$ cat src/rtl/mips_pkg.sv
// Shared constants for the MIPS pipeline: reset PC, next-PC select codes, nop.
package mips_pkg;

    localparam logic [31:0] PC_RESET  = 32'h0000_3000;

    localparam logic [1:0]  NPC_SEQ   = 2'b00;
    localparam logic [1:0]  NPC_BR    = 2'b01;
    localparam logic [1:0]  NPC_J     = 2'b10;
    localparam logic [1:0]  NPC_JR    = 2'b11;

    localparam logic [31:0] NOP_INSTR = 32'h0000_0000;

endpackage

$ cat src/rtl/npc.sv
// Combinational next-PC calculator for the fetch stage (delay-slot semantics:
// redirect targets are relative to the D-stage instruction, not the current PC).
module npc
    import mips_pkg::*;
(
    input  logic [31:0] pc_i,
    input  logic [31:0] d_pc_i,
    input  logic [31:0] d_instr_i,
    input  logic [1:0]  npc_sel_i,
    input  logic        br_cond_i,
    input  logic [31:0] rs_val_i,
    input  logic        d_valid_i,
    output logic [31:0] npc_o
);

    logic [31:0] pc_plus4;
    logic [31:0] d_pc_plus4;
    logic [31:0] br_offset;
    logic        unused_instr_bits;

    assign pc_plus4          = pc_i + 32'd4;
    assign d_pc_plus4        = d_pc_i + 32'd4;
    assign br_offset         = {{14{d_instr_i[15]}}, d_instr_i[15:0], 2'b00};
    // Opcode field is decoded in D; only the immediate/target fields matter here.
    assign unused_instr_bits = ^d_instr_i[31:26];

    // Select the next PC; a bubble in IF/ID can never redirect.
    always_comb begin
        npc_o = pc_plus4;
        if (d_valid_i) begin
            case (npc_sel_i)
                NPC_BR:  npc_o = br_cond_i ? (d_pc_plus4 + br_offset) : pc_plus4;
                NPC_J:   npc_o = {d_pc_plus4[31:28], d_instr_i[25:0], 2'b00};
                NPC_JR:  npc_o = rs_val_i;
                default: npc_o = pc_plus4;
            endcase
        end
    end

endmodule

$ cat src/rtl/fetch_unit.sv
// Instruction-fetch stage: PC register, IF/ID pipeline register, range flag.
module fetch_unit
    import mips_pkg::NOP_INSTR;
#(
    parameter logic [31:0] PC_RESET = mips_pkg::PC_RESET,
    parameter int unsigned IM_WORDS = 1024
) (
    input  logic        clk,
    input  logic        reset_n,
    input  logic        stall,
    input  logic [1:0]  npc_sel,
    input  logic        br_cond,
    input  logic [31:0] rs_val,
    input  logic [31:0] im_instr,
    output logic [31:0] im_addr,
    output logic [31:0] d_instr,
    output logic [31:0] d_pc,
    output logic [31:0] d_pc8,
    output logic        d_valid,
    output logic        pc_oob
);

    localparam logic [31:0] IM_LAST = PC_RESET + 32'(4 * IM_WORDS) - 32'd1;

    logic [31:0] pc_q, pc_d;
    logic [31:0] d_instr_q, d_instr_d;
    logic [31:0] d_pc_q, d_pc_d;
    logic        d_valid_q, d_valid_d;
    logic [31:0] npc;

    npc u_npc (
        .pc_i      (pc_q),
        .d_pc_i    (d_pc_q),
        .d_instr_i (d_instr_q),
        .npc_sel_i (npc_sel),
        .br_cond_i (br_cond),
        .rs_val_i  (rs_val),
        .d_valid_i (d_valid_q),
        .npc_o     (npc)
    );

    // Next state: stall freezes PC and IF/ID, discarding any redirect this cycle.
    always_comb begin
        pc_d      = pc_q;
        d_instr_d = d_instr_q;
        d_pc_d    = d_pc_q;
        d_valid_d = d_valid_q;
        if (!stall) begin
            pc_d      = npc;
            d_instr_d = im_instr;
            d_pc_d    = pc_q;
            d_valid_d = 1'b1;
        end
    end

    // PC and IF/ID registers with asynchronous reset.
    always_ff @(posedge clk or negedge reset_n) begin
        if (!reset_n) begin
            pc_q      <= PC_RESET;
            d_instr_q <= NOP_INSTR;
            d_pc_q    <= 32'd0;
            d_valid_q <= 1'b0;
        end else begin
            pc_q      <= pc_d;
            d_instr_q <= d_instr_d;
            d_pc_q    <= d_pc_d;
            d_valid_q <= d_valid_d;
        end
    end

    assign im_addr = pc_q;
    assign d_instr = d_instr_q;
    assign d_pc    = d_pc_q;
    assign d_pc8   = d_pc_q + 32'd8;
    assign d_valid = d_valid_q;
    // Memory aliases out-of-range addresses; this flag lets later stages notice.
    assign pc_oob  = (pc_q < PC_RESET) || (pc_q > IM_LAST) || (pc_q[1:0] != 2'b00);

endmodule
$ cat config.mk
export PLATFORM = sky130hd
export DESIGN_NAME = fetch_unit
export DESIGN_NICKNAME = d
export VERILOG_FILES = /design/src/rtl/mips_pkg.sv /design/src/rtl/npc.sv /design/src/rtl/fetch_unit.sv
export SDC_FILE = /design/constraint.sdc
export NUM_CORES = 1
export LEC_CHECK = 0
export CAP_MARGIN = 20
export CORE_AREA = 4 4 102 152
export CTS_BUF_LIST = sky130_fd_sc_hd__clkbuf_2
export DETAILED_ROUTE_END_ITERATION = 10
export DIE_AREA = 0 0 106 156
export GPL_TIMING_DRIVEN = 0
export HOLD_SLACK_MARGIN = 0.15
export PLACE_DENSITY_LB_ADDON = 0.08
export SYNTH_ARGS = -nofsm -noshare
export SYNTH_HDL_FRONTEND = slang
export SYNTH_SLANG_ARGS = --single-unit
$ cat constraint.sdc
create_clock -name clk -period 8.7 [get_ports clk]
set_input_delay 1.74 -clock clk [delete_from_list [all_inputs] [get_ports clk]]
set_output_delay 1.74 -clock clk [all_outputs]
set_load 0.01 [all_outputs]
==> reports/results.ini <==
[outcome]
status=finished clean

[die]
rows=53
die_y_um=156
io_pins=200
start_util_pct=55.7
core_area_um2=14100
fp.dieW_um=106
dieArea_um2=16500

[timing]
rsz0062_at_grt=no
setup_viol=0
tightest_slew_ns=1.00
clock.fmax_mhz=182
tns_ns=0
slew_viol_final=0
min_period_ns=5.49
relSlewSlack_pct=32.8
post-route-period-util_pct=63.1
fin_skew_ns=0.0366
hold_viol=0

[power]
total_power_mw=2.18
ir_drop_mv=0.169
total_leakage_power_nw=4.21
p_per_area_nw_per_um2=213

[finish]
seq_area_um2=2430
nets=1212
multi_input_area_um2=5080
area_growth_pct=30.4
fill_cells=1183
drive_gt1_share_pct=10.7

[logic_synthesis]
synthFlopType=dfrtp_1
synthAdderAreaFrac_pct=6.00
synth_edf_count=0
synth_mux_area_share_pct=11.7
synth_xor_area_share_pct=9.04
synth_compound_area_share_pct=19.8
yosys_warnings=0
yosys-top-cells-area=dfrtp_1 30%, mux2_2 9.9%, ha_1 5.7%, xnor2_1 5.3%, o21ai_0 4.2%
synth.most_common_cell=dfrtp_1
synth_top_area_share_pct=30.3
synth_seq_cells=97
yosysSeqAreaShare_pct=31.0
yosysTopAreaCell=dfrtp_1
synth_area_per_cell_um2=8.76
synth_top_family_by_area=compound AO/OA/AOI/OAI gates
ys_async_sr_fraction_pct=100
yosys-top-cells-count=95 x dfrtp_1, 80 x nand2_1, 73 x nor2_1
synth.cell_area_um2=7840
synth_cell_types=75
syn_nets=1001
syn_inst=894
synthSimpleGateAreaFrac_pct=18.3

[worst_setup_path]
slowest_stage=clkdlybuf4s50_1
worstSetupEndpointType=primary output
critPathRequiredTime_ns=6.96
cp.arrival_ns=3.75
cp_cell_sequence=buf_2, nand4_2, or3_1, clkbuf_1, nor2_1, nand2_1, nor3_1, xor2_1, clkdlybuf4s50_1
cp_num_buf_inv=3
crit_path_start_kind=flip-flop
crit_fanout=7
r2r_slack_ns=3.92
critPathKind=reg -> out
slowest_delay_ns=0.56
critPathTopFamily=simple AND/OR/NAND/NOR gates

[clocking]
cts_root_buf=clkbuf_2
clock_latency_ns=0.64
cts_resized=0
h-tree-depth=3
clkTransAtPathRegs_ns=0.29
cts_tree=built
cts_buffers=9
post_cts_buffers=0
cts_buffer_depth=2
cts_sinks=97
hold_buffers=0

[grt]
antenna_found_initial=1
grt_pass1_wl_mm=42.7
overflow=0
grt_max_degree=57
grt_use_total_pct=33.0
grt_pass1_vias=7984

[route]
wirelength_mm=27.4
wl_per_cell_um=21.0
dr.pass1.iters=7
vias=7962
antenna_left=0
drtIter0Drc=756
vias_per_cell=6.11
drc_errors=0

[run]
cap_violations=0

[place]
gp_congestion=0.988
dpl.hpwl_mm=21.3
port-buffer-count=199

[worst_hold_path]
hp-class=reg -> reg

layout by cell type (no fill, tap or decap), types with 13 or more instances in the layout:
cell type and count:
nor3_1 14, a21o_1 22, a21oi_1 47, ha_1 36, nand3_1 27, and3_1 13, mux2i_1 14, mux2_2 69
clkbuf_1 40, dfrtp_1 95, xor2_1 32, inv_1 21, xnor2_1 47, o21ai_0 65, nor2_1 73, nand4_1 16
nand2_1 80, clkdlybuf4s50_1 198
path summary, 6_finish.rpt:
kind,cells after the start,endpoint,start
max,9,d_pc8[30],d_pc[8]$_DFFE_PN0N_
max reg2reg,13,im_addr[27]$_DFFE_PN0N_,d_pc[2]$_DFFE_PN0N_
min in group asynchronous,1,d_pc[12]$_DFFE_PN0N_,reset_n
min reg2reg,1,d_instr[27]$_DFFE_PN0N_,d_instr[27]$_DFFE_PN0N_
min,1,d_instr[27]$_DFFE_PN0N_,d_instr[27]$_DFFE_PN0N_
max in group asynchronous,2,d_instr[31]$_DFFE_PN0N_,reset_n
metal layers:
metal | wire length [um] | GRT usage (%)
met3 | 2140 | 5.47
met5 | 0 | 0
met2 | 13800 | 58.5
met1 | 10100 | 39.0
met4 | 1390 | 15.1
state kept, by name, summed over array words and instances (netlist names):
register / count
d_instr: 32
d_valid: 1
d_pc: 32
im_addr: 32
power by group:
part / switching [mW] / internal [mW]
sequential: 0.165 / 0.543
clock: 0.177 / 0.0698
combinational: 0.617 / 0.606
total: 0.958 / 1.22
layout make-up:
class                   count  share of cell area (%)
well taps                 192                    2.35
plain buffers              59                    2.40
flip-flops and latches     97                    23.8
multi-input cells         717                    49.7
clock inverters             7                   0.771
diodes                      1                  0.0245
inverters                  21                   0.771
clock buffers               9                   0.441
repair buffers            200                    19.7
stage by stage:
stage	setup WS, ns	cells	instance area, um^2	utilization [%]	hold WS (ns)
floorplan	4.94	894	7840	-	0.535
global placement	2.06	1285	10100	71.6	0.488
detailed placement	3.92	1286	10100	71.8	0.501
CTS	3.22	1302	10200	72.7	0.558
global route	3.00	1303	10200	72.7	0.582
finish	3.21	1303	10200	72.7	0.551
cells by family (layout without fill, tap and decap cells):
kind of cell / count (synthesis) / count (layout)
buffers and inverters: 80 / 296
AO/OA/AOI/OAI: 236 / 236
adder cells (fa/ha/maj): 37 / 37
other: 0 / 1
AND/OR/NAND/NOR: 281 / 281
flip-flops: 97 / 97
XOR/XNOR: 80 / 80
multiplexers: 83 / 83
Power figures use the tool's default switching activity.
==> patch 1, RTL diff (same flow settings) <==
Make the reset (`reset_n`) synchronous in one clocked block. Comments in the files are not updated.
--- a/src/rtl/fetch_unit.sv
+++ b/src/rtl/fetch_unit.sv
@@ -56,3 +56,3 @@
     // PC and IF/ID registers with asynchronous reset.
-    always_ff @(posedge clk or negedge reset_n) begin
+    always_ff @(posedge clk) begin
         if (!reset_n) begin
Check against the original RTL: differs if reset_n is asserted again (counterexample within 4 cycles, from zero or initial values and one cycle with reset_n low); with reset_n held inactive, the same outputs for 4 cycles.
==> patch 1 against the unedited design <==
- clock skew rose by 0.016 ns
- non-clock buffer count rose by 5
- area after synthesis rose by 1.0%
- global-route usage rose by 3.5 points
- fmax rose by 0.12%
- setup slack improved by 0.0066 ns
- sequential share of layout area fell by 4.8 points
- critical path depth did not move
- via count rose by 12%
- cell area rose by 0.34%
- routed wire length rose by 12%
- sequential cell count did not move
- largest cell class unchanged
Power is not compared: it rests on default switching activity, and its combinational part moved more than twofold at a synthesized area within 25%.
==> patch 1: results (changes against the unedited design) <==
| Metric | Value |
|---|---|
| GPL Wtd Cong | 0.9659 (-2.2%) |
| Hold WC Path Type | reg -> reg |
| Maximum vdd drop | 92.67 uV |
| Data arrival time of the worst path | 3.74 ns (about the same) |
| Post-CTS setup buffer count | 0 (unchanged) |
| Global-route wire length before repair | 47.26 mm (+11%) |
| Post-synthesis mux area share | 11.17% (-0.53 points) |
| Max Clock Skew | 0.05268 ns (+0.01609 ns) |
| IO Port Bufs | 197 (-1.0%) |
| DR vias/cell | 6.208 (+1.6%) |
| Root Driver | clkbuf_2 |
| Status | finished, final reports clean |
| HPWL after DPL | 24.06 mm (+13%) |
| Mapped Nets | 1136 (+13%) |
| Seq/Total Area, Yosys | 24.53% (-6.5 points) |
| Antenna violations before repair | 1 (unchanged) |
| Warning count from the yosys run | 0 (unchanged) |
| # nets final | 1344 (+11%) |
| CTS-repair resized insts | 0 (unchanged) |
| DP Area | 10130 um^2 (+0.36%) |
| Xor/xnor share of the synthesized area | 8.187% (-0.85 points) |
| Starting DRT DRC Count | 651 (-14%) |
| Post-synthesis cell type count | 83 (+11%) |
| Vias in the first global route | 8594 (+7.6%) |
| Pre-CTS WS | 3.986 ns (+0.07057 ns) |
| Fin. max-slew vios | 0 (unchanged) |
| Total GRT Usage | 36.48% (+3.5 points) |
| TritonCTS buffer count | 9 (unchanged) |
| Async SR Flop Fraction | 0% (-100 points) |
| Largest net degree at the start of global routing | 20 (-65%) |
| Post-DR wirelength/cell | 21.45 um (+1.9%) |
| Worst-Margin Slew | 1.064 ns (+0.06001 ns) |
| DR vias | 8909 (+12%) |
| Layout cells sized above 1 | 6.602% (-4.1 points) |
| Synth Area in Adders | 5.943% (-0.062 points) |
| Syn_area_per_cell | 7.693 um^2 (-12%) |
| Clk_lat worst skew | 0.62 ns (-0.02 ns) |
| Clk slew on worst S/H paths | 0.33 ns (+0.04 ns) |
| Synth cell count leaders | nor2_1, dfxtp_1, nand2_1, mux2i_1, a21oi_1 |
| Router iterations before antenna repair | 7 (unchanged) |
| Number of H-tree levels | 3 (unchanged) |
| Placed Cells | 1418 (+10%) |
| CP Max Fanout | 7 (unchanged) |
| Leakage power | 4.101 nW |
| Post-synthesis compound-gate area fraction | 19.66% (-0.16 points) |
| Clock Path Buffers | 2 (unchanged) |
| Main area contributors after synthesis | dfxtp_1, mux2i_1, nor2_1, ha_1, xnor2_1 |
patch 1: changes by cell type in the layout (fill, tap and decap cells not counted), sizes merged, moves of 10 or more:
cell / before / now
dfxtp: 0 / 97
mux2i: 14 / 76
nor2: 75 / 139
nand3: 27 / 49
dfrtp: 95 / 0
o22ai: 2 / 12
a21oi: 49 / 64
buf: 20 / 34
nand2: 80 / 97
mux2: 69 / 11
o21ai: 68 / 58
patch 1: area by class of cell:
cell class | count | area [um^2]
diodes | 1 | 2.502
flip-flops and latches | 97 | 1942
clock inverters | 7 | 77.57
well taps | 192 | 240.2
fillers | 1222 | 3805
plain buffers | 67 | 286.5
inverters | 25 | 93.84
multi-input cells | 840 | 5594
repair buffers | 197 | 1972
clock buffers | 9 | 45.04
patch 1: critical path, stage by stage, from the launching register on:
cell             delay (ns)
dfxtp_1                0.54
ha_1                   0.33
nand3_2                0.23
nor2_1                 0.28
nand2_1                0.15
nor3_1                 0.54
nand2_1                0.18
nor2_1                 0.15
xor2_1                 0.16
clkdlybuf4s50_1        0.55
patch 1: final timing paths:
check | start | endpoint | slack [ns] | cells after the start
worst max register to register | d_pc[3] | im_addr[27] | 4.32 | 14
worst min-delay path | d_instr[31] | d_instr[31] | 0.54 | 2
worst min register to register | d_instr[31] | d_instr[31] | 0.54 | 2
worst max-delay path | d_pc[4] | d_pc8[25] | 3.22 | 9
patch 1: where the power goes:
part / total, mW / internal (mW) / switching, mW
Sequential: 0.493 / 0.465 / 0.0286
Combinational: 0.273 / 0.129 / 0.144
Clock: 0.253 / 0.0700 / 0.183
patch 1: cell families (layout without fill, tap and decap cells):
group                      Yosys count  after routing
and+or+nand+nor                    408            408
AOI/OAI and AO/OA                  234            234
DFF                                 97             97
buffers and inverters               92            305
muxes                               87             87
xor gates and xnor gates            74             74
adders and majority gates           37             37
other                                0              1
patch 1: per-layer routing:
metal / up-vias / routed length (um) / track usage [%]
met1: 4235 / 11230 / 40.60
li1: 4139 / - / -
met4: 0 / 1839 / 21.67
met2: 433 / 15760 / 65.21
met3: 102 / 1944 / 5.673
met5: - / 0 / 0
==> patch 2, RTL diff (config.mk and constraints unchanged) <==
Without the edit above. The parameter `IM_WORDS` goes from 1024 to 768.
--- a/src/rtl/fetch_unit.sv
+++ b/src/rtl/fetch_unit.sv
@@ -5,3 +5,3 @@
     parameter logic [31:0] PC_RESET = mips_pkg::PC_RESET,
-    parameter int unsigned IM_WORDS = 1024
+    parameter int unsigned IM_WORDS = 768
 ) (
Formal check against the unedited RTL: not equivalent (a bounded check fails within 4 cycles, from zero or initial values and one cycle with reset_n low).
==> patch 2 against the unedited design <==
- sequential cell count stayed put
- setup slack better by 0.063 ns
- hold slack worse by 0.0021 ns
- highest routed layer unchanged
- power is 4.0% lower
- first-iteration DRC count is 29% lower
- area after synthesis is 1.5% lower
- fmax is 1.2% higher
- cell area is 1.4% lower
- largest cell class unchanged
- routed wire length is 0.23% higher
==> patch 2: results (changes against the unedited design) <==
| Metric | Value |
|---|---|
| Status | finished, final reports clean |
| Max Clock Skew | 0.04315 ns (+0.006561 ns) |
| TritonCTS buffer count | 9 (unchanged) |
| Synth cell count leaders | dfrtp_1, nand2_1, mux2_2, nor2_1, a21oi_1 |
| Router iterations before antenna repair | 7 (unchanged) |
| Top Layer Used | met4 |
| Setup Crit Path Kind | reg -> out |
| Cell taking the most area after synthesis | dfrtp_1 |
| Fill cell count | 1181 (-0.17%) |
| HPWL after DPL | 21.39 mm (+0.31%) |
| R2R Setup Slk | 3.55 ns (-0.37 ns) |
| Global-route wire length before repair | 42.77 mm (+0.23%) |
| GPL Wtd Cong | 0.9745 (-1.4%) |
| DR vias | 7832 (-1.6%) |
| Post-CTS setup buffer count | 0 (unchanged) |
| Warning count from the yosys run | 0 (unchanged) |
| Total GRT Usage | 33.29% (+0.27 points) |
| Layout cells sized above 1 | 10.58% (-0.14 points) |
| Met1 wire length | 10.31 mm (+2.3%) |
| Number of H-tree levels | 3 (unchanged) |
| Main area contributors after synthesis | dfrtp_1, mux2_2, ha_1, xnor2_1, nand2_1 |
| Data arrival time of the worst path | 3.69 ns (-0.06 ns) |
| Clock Path Buffers | 2 (unchanged) |
| R2R Path Start | d_pc[2] |
| # nets final | 1189 (-1.9%) |
| Antenna violations before repair | 1 (unchanged) |
| Starting DRT DRC Count | 539 (-29%) |
| CTS-repair resized insts | 0 (unchanged) |
| Max-Slew Margin vs Limit | 36.52% (+3.7 points) |
| Maximum vdd drop | 136.5 uV (-19%) |
| Clk_lat worst skew | 0.63 ns |
| Path depth of the worst reg2reg path | 18 (+5) |
| Root Driver | clkbuf_2 |
| Critical Path Start | d_pc[5] |
| Vias in the first global route | 7769 (-2.7%) |
| Cell family with most CP delay | simple AND/OR/NAND/NOR gates |
| DR WL met2 | 13.87 mm (+0.51%) |
| IO Port Bufs | 198 (-0.50%) |
| Leakage power | 4.085 nW (-3.0%) |
| Slowest-stage cell, CP | clkdlybuf4s50_1 |
| Crit path capture | d_pc8[22] |
| Mapped Nets | 979 (-2.2%) |
| CP Max Fanout | 8 (+1) |
| Post-synthesis cell type count | 71 (-5.3%) |
| Post-DR wirelength/cell | 21.46 um (+2.0%) |
| Hold WC Path Type | reg -> reg |
| Seq/Total Area, Yosys | 31.50% (+0.49 points) |
| Met3 WL | 1.999 mm (-6.6%) |
| End of the worst register-to-register path | im_addr[29] |
| Critical Path Max Stage Delay | 0.55 ns |
| Clk slew on worst S/H paths | 0.30 ns |
| Async SR Flop Fraction | 100.0% (unchanged) |
| Largest net degree at the start of global routing | 54 (-5.3%) |
| DP Area | 9961 um^2 (-1.3%) |
==> patch 2: cell count changes after synthesis, moves of 5 or more <==
cell and delta:
o21bai_1 +5, nor2_1 -8, a21o_1 -11, nor3_1 +9, clkbuf_1 -8, nand2b_1 -5, a21oi_1 +10, buf_6 +6
o22ai_1 +12, o21ai_0 -9, o221ai_1 -6, nand4_1 +5
==> patch 2: layout make-up <==
cell class / count / share of cell area (%)
Tap cell: 192 / 2.385
Antenna cell: 1 / 0.02485
Inverter: 19 / 0.7082
Clock buffer: 9 / 0.4473
Multi-Input combinational cell: 702 / 48.90
Sequential cell: 97 / 24.13
Buffer: 54 / 2.858
Timing Repair Buffer: 199 / 19.93
Clock inverter: 7 / 0.6212
==> patch 2: metrics by stage <==
step	util [%]	hold slack (ns)	total power, mW	worst slack (ns)	std cells
after floorplan	-	0.5246	1.336	4.606	872
after global placement	70.67	0.4862	1.841	2.046	1262
after detailed placement	70.85	0.4933	1.856	3.644	1263
after CTS	71.62	0.5491	2.081	3.314	1279
after global routing	71.64	0.5727	2.232	3.113	1280
final	71.64	0.5492	2.090	3.272	1280
==> patch 2: cells by family (layout without fill, tap and decap cells) <==
kind of cell	Yosys count	after routing	share of synthesized area, %
other cells	0	1	0
simple gates	275	275	17.96
flops	97	97	31.50
mux	86	86	12.26
fa+ha+maj	37	37	6.099
buf+inv	73	288	4.655
compound gates	222	222	18.22
xor+xnor	82	82	9.311
==> patch 2: worst min path at each step <==
stage	startpoint	endpoint	slack, ns	depth (start not counted)
after floorplan	im_addr[12]	im_addr[12]	0.52	2
after global routing	d_instr[30]	d_instr[30]	0.57	1
after CTS	d_instr[30]	d_instr[30]	0.55	1
final	d_instr[30]	d_instr[30]	0.55	1
after global placement	d_instr[30]	d_instr[30]	0.49	1
after detailed placement	d_instr[30]	d_instr[30]	0.49	1
==> patch 2: report_power, final <==
part           internal, mW  switching [mW]
clock                0.0432           0.178
combinational         0.581           0.595
sequential            0.538           0.154
==> patch 2: metal layers <==
metal / track usage, % / vias up
li1: - / 3623
met1: 39.84 / 3755
met2: 57.21 / 377
met3: 6.253 / 77
met4: 16.60 / 0
met5: 0 / -
==> patch 2: worst register-to-register path: cells and delay by family, from the launching register on <==
kind	cells	cell delay [ns]
XOR/XNOR	1	0.15
AO/OA/AOI/OAI	8	1.68
flip-flops	1	0.78
AND/OR/NAND/NOR	6	1.69
buffers and inverters	1	0.18
adder cells (fa/ha/maj)	2	0.58
